<file path="src/rtl/logic_unit_pkg.sv">
// Shared definitions for the logic-unit arbiter slice.
//   OP_* : 2-bit function select {sel_hi,sel_lo} of the bitwise logic unit.
//   state_t : arbiter FSM state encoding.
package logic_unit_pkg;

  localparam logic [1:0] OP_AND  = 2'b00;
  localparam logic [1:0] OP_NAND = 2'b01;
  localparam logic [1:0] OP_OR   = 2'b10;
  localparam logic [1:0] OP_NOR  = 2'b11;

  typedef enum logic [1:0] {
    ST_IDLE = 2'd0,
    ST_EXEC = 2'd1,
    ST_RESP = 2'd2
  } state_t;

endpackage

</file>
<file path="src/rtl/logic_unit_4f.sv">
// Combinational 4-function bitwise logic unit.
// Ports:
//   op : function select (AND / NAND / OR / NOR)
//   a  : operand A, WIDTH bits
//   b  : operand B, WIDTH bits
//   y  : bitwise result, WIDTH bits
module logic_unit_4f
  import logic_unit_pkg::*;
#(
  parameter int WIDTH = 8
) (
  input  logic [1:0]       op,
  input  logic [WIDTH-1:0] a,
  input  logic [WIDTH-1:0] b,
  output logic [WIDTH-1:0] y
);

  always_comb begin
    case (op)
      OP_AND:  y = a & b;
      OP_NAND: y = ~(a & b);
      OP_OR:   y = a | b;
      default: y = ~(a | b);
    endcase
  end

endmodule

</file>
<file path="src/rtl/logic_unit_arbiter.sv">
// Round-robin arbiter sharing one registered logic unit between N_REQ
// requesters. One operation is in flight at a time: accept -> execute -> respond.
// Ports:
//   clk, reset : clock, synchronous active-high reset
//   req_valid  : per-requester request valid
//   req_ready  : per-requester accept (one-hot or zero; only in IDLE)
//   req_op/a/b : per-requester op and operands, requester i in slice i
//   rsp_valid  : result available; rsp_ready : consumer accepts result
//   rsp_data   : result; rsp_id : index of the issuing requester
//   busy       : high whenever the FSM is not IDLE
//
// Handshakes: a transfer happens on a rising edge where valid & ready are both
// high. Once rsp_valid is raised, rsp_valid/rsp_data/rsp_id hold stable until
// the edge where rsp_ready is also high. Requesters may withdraw req_valid
// before being granted.
module logic_unit_arbiter
  import logic_unit_pkg::*;
#(
  parameter int WIDTH = 8,
  parameter int N_REQ = 2,
  parameter int ID_W  = $clog2(N_REQ)
) (
  input  logic                   clk,
  input  logic                   reset,
  input  logic [N_REQ-1:0]       req_valid,
  output logic [N_REQ-1:0]       req_ready,
  input  logic [2*N_REQ-1:0]     req_op,
  input  logic [WIDTH*N_REQ-1:0] req_a,
  input  logic [WIDTH*N_REQ-1:0] req_b,
  output logic                   rsp_valid,
  input  logic                   rsp_ready,
  output logic [WIDTH-1:0]       rsp_data,
  output logic [ID_W-1:0]        rsp_id,
  output logic                   busy
);

  state_t            state;
  logic [ID_W-1:0]   last_grant;
  logic [1:0]        cap_op;
  logic [WIDTH-1:0]  cap_a;
  logic [WIDTH-1:0]  cap_b;
  logic [ID_W-1:0]   cap_id;

  logic              grant_found;
  logic [ID_W-1:0]   grant_idx;
  logic [ID_W-1:0]   cand;
  logic [1:0]        sel_op;
  logic [WIDTH-1:0]  sel_a;
  logic [WIDTH-1:0]  sel_b;
  logic [WIDTH-1:0]  lu_y;

  // Round-robin search: first valid requester starting at last_grant+1.
  always_comb begin
    grant_found = 1'b0;
    grant_idx   = '0;
    cand        = '0;
    for (int k = 1; k <= N_REQ; k++) begin
      cand = ID_W'((int'(last_grant) + k) % N_REQ);
      if (!grant_found && req_valid[cand]) begin
        grant_found = 1'b1;
        grant_idx   = cand;
      end
    end
  end

  // Ready only in IDLE; reset forces it low even though state may still be
  // non-IDLE during the reset cycle.
  always_comb begin
    req_ready = '0;
    if (state == ST_IDLE && !reset && grant_found) begin
      req_ready[grant_idx] = 1'b1;
    end
  end

  // Select the winner's op and operands for capture.
  always_comb begin
    sel_op = '0;
    sel_a  = '0;
    sel_b  = '0;
    for (int i = 0; i < N_REQ; i++) begin
      if (ID_W'(i) == grant_idx) begin
        sel_op = req_op[2*i +: 2];
        sel_a  = req_a[WIDTH*i +: WIDTH];
        sel_b  = req_b[WIDTH*i +: WIDTH];
      end
    end
  end

  logic_unit_4f #(.WIDTH(WIDTH)) u_lu (
    .op (cap_op),
    .a  (cap_a),
    .b  (cap_b),
    .y  (lu_y)
  );

  always_ff @(posedge clk) begin
    if (reset) begin
      state      <= ST_IDLE;
      last_grant <= ID_W'(N_REQ - 1);
      cap_op     <= OP_AND;
      cap_a      <= '0;
      cap_b      <= '0;
      cap_id     <= '0;
      rsp_valid  <= 1'b0;
      rsp_data   <= '0;
      rsp_id     <= '0;
      busy       <= 1'b0;
    end else begin
      case (state)
        ST_IDLE: begin
          if (grant_found) begin
            // Transfer: operands are frozen here; later input changes are ignored.
            cap_op     <= sel_op;
            cap_a      <= sel_a;
            cap_b      <= sel_b;
            cap_id     <= grant_idx;
            last_grant <= grant_idx;
            busy       <= 1'b1;
            state      <= ST_EXEC;
          end
        end
        ST_EXEC: begin
          rsp_data  <= lu_y;
          rsp_id    <= cap_id;
          rsp_valid <= 1'b1;
          state     <= ST_RESP;
        end
        ST_RESP: begin
          // No new accept in this cycle; the next one comes from IDLE.
          if (rsp_ready) begin
            rsp_valid <= 1'b0;
            busy      <= 1'b0;
            state     <= ST_IDLE;
          end
        end
        default: begin
          rsp_valid <= 1'b0;
          busy      <= 1'b0;
          state     <= ST_IDLE;
        end
      endcase
    end
  end

endmodule

</file>
<file path="config.mk">
export PLATFORM = sky130hd
export DESIGN_NAME = logic_unit_arbiter
export DESIGN_NICKNAME = d
export VERILOG_FILES = /design/src/rtl/logic_unit_pkg.sv /design/src/rtl/logic_unit_4f.sv /design/src/rtl/logic_unit_arbiter.sv
export SDC_FILE = /design/constraint.sdc
export NUM_CORES = 1
export LEC_CHECK = 0
export CAP_MARGIN = 20
export CORE_ASPECT_RATIO = 0.5
export CORE_MARGIN = 1
export CORE_UTILIZATION = 50
export DETAILED_ROUTE_END_ITERATION = 16
export DONT_BUFFER_PORTS = 1
export MAX_ROUTING_LAYER = met4
export PLACE_DENSITY_LB_ADDON = 0.25
export REMOVE_ABC_BUFFERS = 1
export SLEW_MARGIN = 30
export SYNTH_ARGS = -nofsm -noshare
export SYNTH_HDL_FRONTEND = slang
export SYNTH_SLANG_ARGS = --single-unit
</file>
<file path="constraint.sdc">
create_clock -name clk -period 2.1 [get_ports clk]
set_clock_uncertainty 0.05 [all_clocks]
set_input_delay 0.42 -clock clk [delete_from_list [all_inputs] [get_ports clk]]
set_output_delay 0.42 -clock clk [all_outputs]
set_load 0.01 [all_outputs]
</file>
==> results of run 1 <==
cell type report:
class / count / area [um2]
clock buffers: 6 / 72.6
fillers: 285 / 1350
multi-input cells: 132 / 843
repair buffers: 4 / 30.0
flip-flops and latches: 33 / 661
well taps: 40 / 50.0
clock inverters: 2 / 10.0
cells in the final DEF (no fill, tap or decap):
cell type	instances
nand2_1	39
dfxtp_1	33
a21oi_1	21
nor2_1	14
nor3_1	10
a311oi_2	10
mux2i_1	9
maj3_1	8
a311oi_1	8
clkbuf_8	5
buf_4	4
a21bo_2	2
nor2b_1	2
clkinv_2	2
a21boi_1	1
nor2_2	1
or2_1	1
and2_1	1
or3b_1	1
nand3b_1	1
o21a_1	1
nand2b_1	1
a221o_1	1
clkbuf_1	1
worst min-delay path by stage:
stage	startpoint	endpoint	slack [ns]	cells past startpoint
floorplan	cap_id	rsp_id	0.40	2
CTS	reset	cap_b[2]	0.14	1
finish	reset	cap_b[2]	0.15	1
global placement	cap_id	rsp_id	0.43	2
detailed placement	reset	cap_op[0]	0.44	1
global route	reset	rsp_id	0.14	1
kinds of logic after synthesis:
group,after synthesis
flip-flops,33
AND/OR/NAND/NOR,71
multiplexers,9
AO/OA/AOI/OAI,44
buffers and inverters,17
adder cells (fa/ha/maj),8
stage by stage:
stage          hold WS [ns]  util (%)  power [W]  std cells  instance area, um2
5_1_grt               0.136      55.3    0.00157        217                1670
3_3_place_gp          0.431      52.6    0.00104        209                1580
4_1_cts               0.142      55.3    0.00150        217                1670
3_5_place_dp          0.443      52.6    0.00105        209                1580
2_1_floorplan         0.404         -   0.000983        165                1500
6_report              0.147      55.3    0.00149        217                1670
routing by layer:
metal	routed length, um	vias up	track usage [%]	part of all wire (%)
li1	-	634	-	-
met1	1750	566	28.4	53
met2	1230	44	28.9	38
met3	260	8	8.13	7.9
met4	38	0	8.77	1.2
met5	0	-	-	0
registers in the layout, summed over array words and instances (netlist names):
| signal | flops |
|---|---|
| cap_a | 8 |
| rsp_valid | 1 |
| cap_op | 2 |
| rsp_data | 8 |
| busy | 1 |
| rsp_id | 1 |
| cap_b | 8 |
| cap_id | 1 |
| state | 2 |
| last_grant | 1 |
where the power goes:
group	switching [W]	total (W)	leakage, nW	internal [W]
Sequential	0.0000626	0.000762	0.273	0.000699
Clock	0.000222	0.000451	0.0450	0.000229
Combinational	0.000156	0.000278	0.287	0.000121
Total	0.000441	0.00149	0.605	0.00105
==> impl_metrics.tcl, run 1 <==
set metrics [dict create \
    status "finished, final reports clean" \
    post-cts-setup-buffer-count 0 \
    yosysMostFrequentCell "nand2_1" \
    cts_max_path_buffers 2 \
    die-area_um2 3430 \
    grt_pass1_vias 1151 \
    path_clk_slew_ns 0.07 \
    die_w_um 81.9 \
    synth-seq-area-share_pct 41.4 \
    synth_ff_type "dfxtp_1" \
    vias_per_cell 5.77 \
    setup_ws_ns 0.144 \
    rows 14 \
    ios 54 \
    synth_seq_cells 33 \
    netlist_area_um2 1600 \
    cts_root_buffer "clkbuf_8" \
    worst-path-stages 3 \
    cpMaxStageDelayCell "a21boi_1" \
    totalWireLength_mm 3.27 \
    synth_edf_count 0 \
    detailed_place_hpwl_mm 2.26 \
    max_cap_viol_count 0 \
    vdd_drop_max_mv 0.501 \
    cp.arrival_ns 1.49 \
    end_kind "primary output" \
    slew_headroom_pct 44.8 \
    min_path_type "in2reg" \
    period_share_pct 93.2 \
    grt_overflow 0 \
    preCtsSetupSlack_ns 0.256 \
    setup.worst_path.class "reg2out" \
    rsz0062_at_grt "false" \
    synth_area_leaders "dfxtp_1 (41%), a311oi_2 (9.4%), nand2_1 (9.2%), a21oi_1 (6.6%), mux2i_1 (5.6%)" \
    die_h_um 41.9 \
    r2r_start "state[1]" \
    tns_ns 0 \
    leakage_nw 0.605 \
    fin_crit_ns 1.96 \
    yosysTopAreaCell "dfxtp_1" \
    yosys_warnings 0 \
    gp_congestion 0.740 \
    crit_path_end "req_ready[0]" \
    cts.sinks 33 \
    fmax_mhz 511 \
    ys_top_cells_by_count "nand2_1 (39), dfxtp_1 (33), a21oi_1 (21)" \
    reg2reg_to "cap_a[6]" \
    cts_buffers 5 \
    remaining_drc_errors 0 \
    rr_worst_depth 3 \
    drv_slew 0 \
    synth_xor_xnor_area_share_pct 0 \
    synth_compound_area_share_pct 23.2 \
    vias 1252 \
    diodes 0 \
    grt_start_max_net_pins 36 \
    cp-start-kind "flip-flop" \
    path_cells "a21boi_1 -> buf_4 -> nor3_1" \
    area_growth_pct 4.47 \
    synthArstFlopShare_pct 0 \
    gr-usage-all-layers_pct 21.4 \
    crit_family "compound AO/OA/AOI/OAI gates" \
    ant_nets 0 \
    worst_ep_required_time_ns 1.63 \
    worstMarginPinSlew_ns 0.827 \
    synth_top_area_share_pct 41.4 \
    synth_top_family_by_area "compound AO/OA/AOI/OAI gates" \
    cp_slowest_stage_delay_ns 0.45 \
    insertion_delay_ns 0.28 \
    synth_cells 182 \
    cts_tree "built" \
    p_per_area_nw_per_um2 894 \
    h-tree-depth 2 \
    cp_max_fo 14 \
    reg2reg_slack_ns 0.41 \
    yosys.cell_types.count 25 \
    io_buffer_count 0 \
    drive_gt1_share_pct 13.6 \
    hold_viol_final 0 \
    grt_first_pass_wirelength_mm 5.20 \
    final_nets 217 \
    coreArea_um2 3010 \
    antenna_found_initial 0 \
    synthMuxAreaShare_pct 5.65 \
    postSynthAreaPerCell_um2 8.77 \
    finalSetupViolCount 0 \
    start_util_pct 52.9 \
    cp-startpoint "last_grant" \
    cts_resized 0 \
    synth_fa_ha_area_share_pct 5.02 \
    drt_iter0_markers 23 \
    synth_simple_gate_area_share_pct 19.0 \
    wl_per_cell_um 15.1 \
    dr.pass1.iters 4 \
    holdBufCountCts 0 \
    path_buf_inv 1 \
]
(Power assumes the default switching activity.)
==> run 2: changes to the inputs <==
--- a/config.mk
+++ b/config.mk
@@ -8,7 +8,7 @@
 export CAP_MARGIN = 20
 export CORE_ASPECT_RATIO = 0.5
 export CORE_MARGIN = 1
-export CORE_UTILIZATION = 50
+export CORE_UTILIZATION = 46
 export DETAILED_ROUTE_END_ITERATION = 16
 export DONT_BUFFER_PORTS = 1
 export MAX_ROUTING_LAYER = met4
==> run 2 against run 1 <==
  * Register-to-register slack worse by 0.10 ns
  * Maximum frequency grew 3.6%
  * Sequential power barely moved
  * Highest routed layer unchanged
  * Critical endpoint is now req_ready[1]
  * Critical path type unchanged
  * Combinational power rose by 4%
  * Total power barely moved
  * Final area grew 0.38%
  * Global-route usage grew 1.0 points
==> impl_metrics.tcl, run 2 (synthesized netlist as in run 1, its figures left out) <==
set metrics [dict create \
    status "finished, final reports clean" \
    die-area_um2 3720 \
    max_cap_viol_count 0 \
    io_buffer_count 0 \
    end_kind "primary output" \
    cts_buffers 5 \
    detailed_place_hpwl_mm 2.51 \
    insertion_delay_ns 0.28 \
    drv_slew 0 \
    cp-start-kind "flip-flop" \
    start_util_pct 50.6 \
    diodes 0 \
    final_cell_mix "nand2_1 (39), dfxtp_1 (33), a21oi_1 (21)" \
    finalSetupViolCount 0 \
    final_cells 217 \
    holdBufCountCts 0 \
    coreArea_um2 3150 \
    drt_iter0_markers 57 \
    final_nets 219 \
    path_clk_slew_ns 0.07 \
    setup_ws_ns 0.212 \
    grt_start_max_net_pins 36 \
    rr_worst_depth 3 \
    rsz0062_at_grt "false" \
    n_fill_cell 301 \
    holdPathEnd "cap_a[5]" \
    hold_viol_final 0 \
    leakage_nw 0.610 \
    cts_tree "built" \
    dp_cells 211 \
    tns_ns 0 \
    drive_gt1_share_pct 14.1 \
    top_regs "cap_a x8, cap_b x8, rsp_data x8" \
    dr.pass1.iters 4 \
    die_w_um 85.3 \
    cts_resized 0 \
    ios 54 \
    fmax_mhz 530 \
    cp-startpoint "state[1]" \
    p_total_w 0.00149 \
    cts.sinks 33 \
    p_per_area_nw_per_um2 891 \
    cp.arrival_ns 1.42 \
    vias_per_cell 5.96 \
    min_from "reset" \
    fin_crit_ns 1.89 \
    setup.worst_path.class "reg2out" \
    h-tree-depth 2 \
    period_share_pct 89.9 \
    reg2reg_to "cap_a[6]" \
    whs_path_depth 1 \
    worstMarginPinSlew_ns 0.856 \
    vdd_drop_max_mv 0.344 \
    cp_max_fo 9 \
    ant_nets 0 \
    layout_commonest_cell "nand2_1" \
    r2r_start "state[1]" \
    wl_per_cell_um 16.6 \
    vias 1293 \
    worst_ep_required_time_ns 1.63 \
    reg2reg_slack_ns 0.31 \
    preCtsSetupSlack_ns 0.309 \
    die_h_um 43.6 \
    grt_pass1_vias 1209 \
    area_growth_pct 4.86 \
    cts_root_buffer "clkbuf_8" \
    remaining_drc_errors 0 \
    antenna_found_initial 0 \
    grt_overflow 0 \
    cts_max_path_buffers 2 \
    totalWireLength_mm 3.61 \
    min_path_type "in2reg" \
    rows 14 \
    gp_congestion 0.756 \
    grt_first_pass_wirelength_mm 5.94 \
    gr-usage-all-layers_pct 22.4 \
    slew_headroom_pct 42.9 \
    post-cts-setup-buffer-count 0 \
]
-- run 2: worst max path at each step --
stage                               to  cells after the start
after floorplan           req_ready[1]                      3
after global placement        cap_b[1]                      3
after detailed placement      cap_a[6]                      3
after CTS                 req_ready[1]                      4
after global routing      req_ready[1]                      4
final                     req_ready[1]                      4
-- run 2: where the power goes --
part           switching, W  internal [W]
Clock              0.000222      0.000218
Sequential        0.0000624      0.000699
Combinational      0.000163      0.000127
-- run 2: worst max-delay path, stage by stage (launching register included) --
cell and delay (ns):
dfxtp_1 0.36, nor2_2 0.24, buf_4 0.22, nand2_1 0.10
nor2_1 0.22
-- run 2: area by class of cell --
type	count	area (um2)	share of cell area (%)
clock buffers	5	68.8	4.11
multi-input cells	132	843	50.4
well taps	40	50.0	2.99
clock inverters	1	5.00	0.299
repair buffers	6	45.0	2.69
flip-flops and latches	33	661	39.5
-- run 2: per-stage QoR --
stage	area, um2	hold slack [ns]	utilization [%]
2_1_floorplan	1500	0.404	-
3_3_place_gp	1600	0.436	50.7
3_5_place_dp	1600	0.435	50.7
4_1_cts	1670	0.141	53.1
5_1_grt	1670	0.137	53.1
6_report	1670	0.147	53.1
-- run 2: layer usage --
layer	wire length [um]	global-route usage [%]	part of all wire (%)	vias to the layer above
met5	0	-	0	-
met4	68	11.3	1.9	0
met3	417	8.00	12	7
met2	1410	28.5	39	56
met1	1720	30.8	48	598
li1	-	-	-	632
==> run 3: changes to the inputs <==
--- a/config.mk
+++ b/config.mk
@@ -7,13 +7,13 @@
 export LEC_CHECK = 0
 export CAP_MARGIN = 20
 export CORE_ASPECT_RATIO = 0.5
-export CORE_MARGIN = 1
-export CORE_UTILIZATION = 46
+export CORE_UTILIZATION = 60
 export DETAILED_ROUTE_END_ITERATION = 16
 export DONT_BUFFER_PORTS = 1
 export MAX_ROUTING_LAYER = met4
 export PLACE_DENSITY_LB_ADDON = 0.25
 export REMOVE_ABC_BUFFERS = 1
+export SKIP_LAST_GASP = 1
 export SLEW_MARGIN = 30
 export SYNTH_ARGS = -nofsm -noshare
 export SYNTH_HDL_FRONTEND = slang
==> run 3 against run 2 <==
  * Count of clock-buffer cells in the layout is 1 higher
  * Flip-flop and latch count stayed put
  * Maximum frequency grew 2.5%
  * Register-to-register slack better by 0.12 ns
  * Routed wire length down 8.0%
  * Combinational power decreased by 3%
  * Total power down 0.16%
  * Non-clock buffer count decreased by 2
  * Final cell count fell by 2.3%
  * Global-route usage grew 4.1 points
  * Sequential power about the same
==> impl_metrics.tcl, run 3 (synthesized netlist as in run 1, its figures left out) <==
set metrics [dict create \
    worst-path-stages 4 \
    rsz0062_at_grt "false" \
    area_growth_pct 4.08 \
    period_share_pct 87.8 \
    remaining_drc_errors 0 \
    min_from "reset" \
    final_nets 217 \
    totalWireLength_mm 3.32 \
    die_w_um 74.9 \
    vias_per_cell 5.87 \
    grt_pass1_vias 1058 \
    detailed_place_hpwl_mm 2.32 \
    top_regs "cap_a x8, cap_b x8, rsp_data x8" \
    holdBufCountCts 0 \
    drv_slew 0 \
    status "finished, final reports clean" \
    drive_gt1_share_pct 13.6 \
    reg2reg_slack_ns 0.43 \
    vdd_drop_max_mv 0.409 \
    reg2reg_to "cap_a[6]" \
    coreArea_um2 2360 \
    fin_crit_ns 1.84 \
    post-cts-setup-buffer-count 0 \
    r2r_start "state[1]" \
    worstMarginPinSlew_ns 0.838 \
    p_per_area_nw_per_um2 896 \
    gr-usage-all-layers_pct 26.4 \
    whs_path_depth 1 \
    h-tree-depth 2 \
    dr.pass1.iters 4 \
    crit_family "simple AND/OR/NAND/NOR gates" \
    finalSetupViolCount 0 \
    cts_buffers 5 \
    cts_resized 0 \
    min_path_type "in2reg" \
    path_cells "nor2_2 -> buf_4 -> nand2_1 -> nor2_1" \
    cts_tree "built" \
    hold_viol_final 0 \
    cts_root_buffer "clkbuf_8" \
    rr_worst_depth 3 \
    tns_ns 0 \
    insertion_delay_ns 0.28 \
    cp.arrival_ns 1.37 \
    gp_congestion 0.746 \
    die-area_um2 2880 \
    io_buffer_count 0 \
    max_cap_viol_count 0 \
    leakage_nw 0.605 \
    slew_headroom_pct 44.1 \
    final_cell_mix "nand2_1 (39), dfxtp_1 (33), a21oi_1 (21)" \
    path_clk_slew_ns 0.07 \
    vias 1244 \
    diodes 0 \
    path_buf_inv 1 \
    layout_commonest_cell "nand2_1" \
    ant_nets 0 \
    fmax_mhz 543 \
    cp_slowest_stage_delay_ns 0.36 \
    start_util_pct 67.7 \
    die_h_um 38.5 \
    rows 12 \
    holdPathEnd "cap_a[4]" \
    cp_max_fo 22 \
    ios 54 \
    cpMaxStageDelayCell "dfxtp_1" \
    worst_ep_required_time_ns 1.63 \
    end_kind "primary output" \
    grt_overflow 0 \
    setup_ws_ns 0.257 \
    grt_first_pass_wirelength_mm 5.13 \
    cts.sinks 33 \
    cts_max_path_buffers 2 \
    grt_start_max_net_pins 36 \
    preCtsSetupSlack_ns 0.266 \
    setup.worst_path.class "reg2out" \
    cp-start-kind "flip-flop" \
    drt_iter0_markers 57 \
    antenna_found_initial 0 \
    wl_per_cell_um 15.7 \
]
[run 3: cell types whose count changed in the layout (fill, tap and decap cells not counted)]
cell | before | now
clkbuf_1 | 0 | 1
buf_4 | 6 | 4
clkinv_2 | 1 | 2
[run 3: where the power goes]
group          switching [W]  internal [W]
logic               0.000160      0.000121
clock network       0.000216      0.000229
registers          0.0000629      0.000699
[run 3: cell type report]
| cell class | instances | area, um2 |
|---|---|---|
| clock buffers | 6 | 72.6 |
| clock inverters | 2 | 10.0 |
| fillers | 190 | 697 |
| multi-input cells | 132 | 843 |
| flip-flops and latches | 33 | 661 |
| well taps | 35 | 43.8 |
| repair buffers | 4 | 30.0 |
[run 3: metal layers]
metal	vias to the layer above	track usage [%]	part of all wire, %
met5	-	-	0
met4	0	9.91	0.87
met3	4	9.47	7.4
met2	42	35.4	42
met1	565	36.1	50
li1	633	-	-
[run 3: through the flow]
stage / hold slack [ns] / utilization (%) / power, W / cells / cell area, um2
finish: 0.154 / 70.4 / 0.00149 / 212 / 1660
global route: 0.136 / 70.4 / 0.00156 / 212 / 1660
detailed placement: 0.428 / 66.9 / 0.00105 / 204 / 1580
global placement: 0.423 / 66.9 / 0.00104 / 204 / 1580
CTS: 0.147 / 70.4 / 0.00150 / 212 / 1660
floorplan: 0.404 / - / 0.000983 / 165 / 1500
[run 3: worst max path at each step]
stage / start / to / slack [ns]
6_report: state[1] / req_ready[1] / 0.26
5_1_grt: state[1] / req_ready[1] / 0.17
4_1_cts: state[1] / req_ready[1] / 0.26
3_5_place_dp: req_valid[1] / cap_a[6] / 0.27
3_3_place_gp: req_valid[1] / cap_b[5] / 0.37
2_1_floorplan: req_valid[1] / req_ready[1] / 0.1
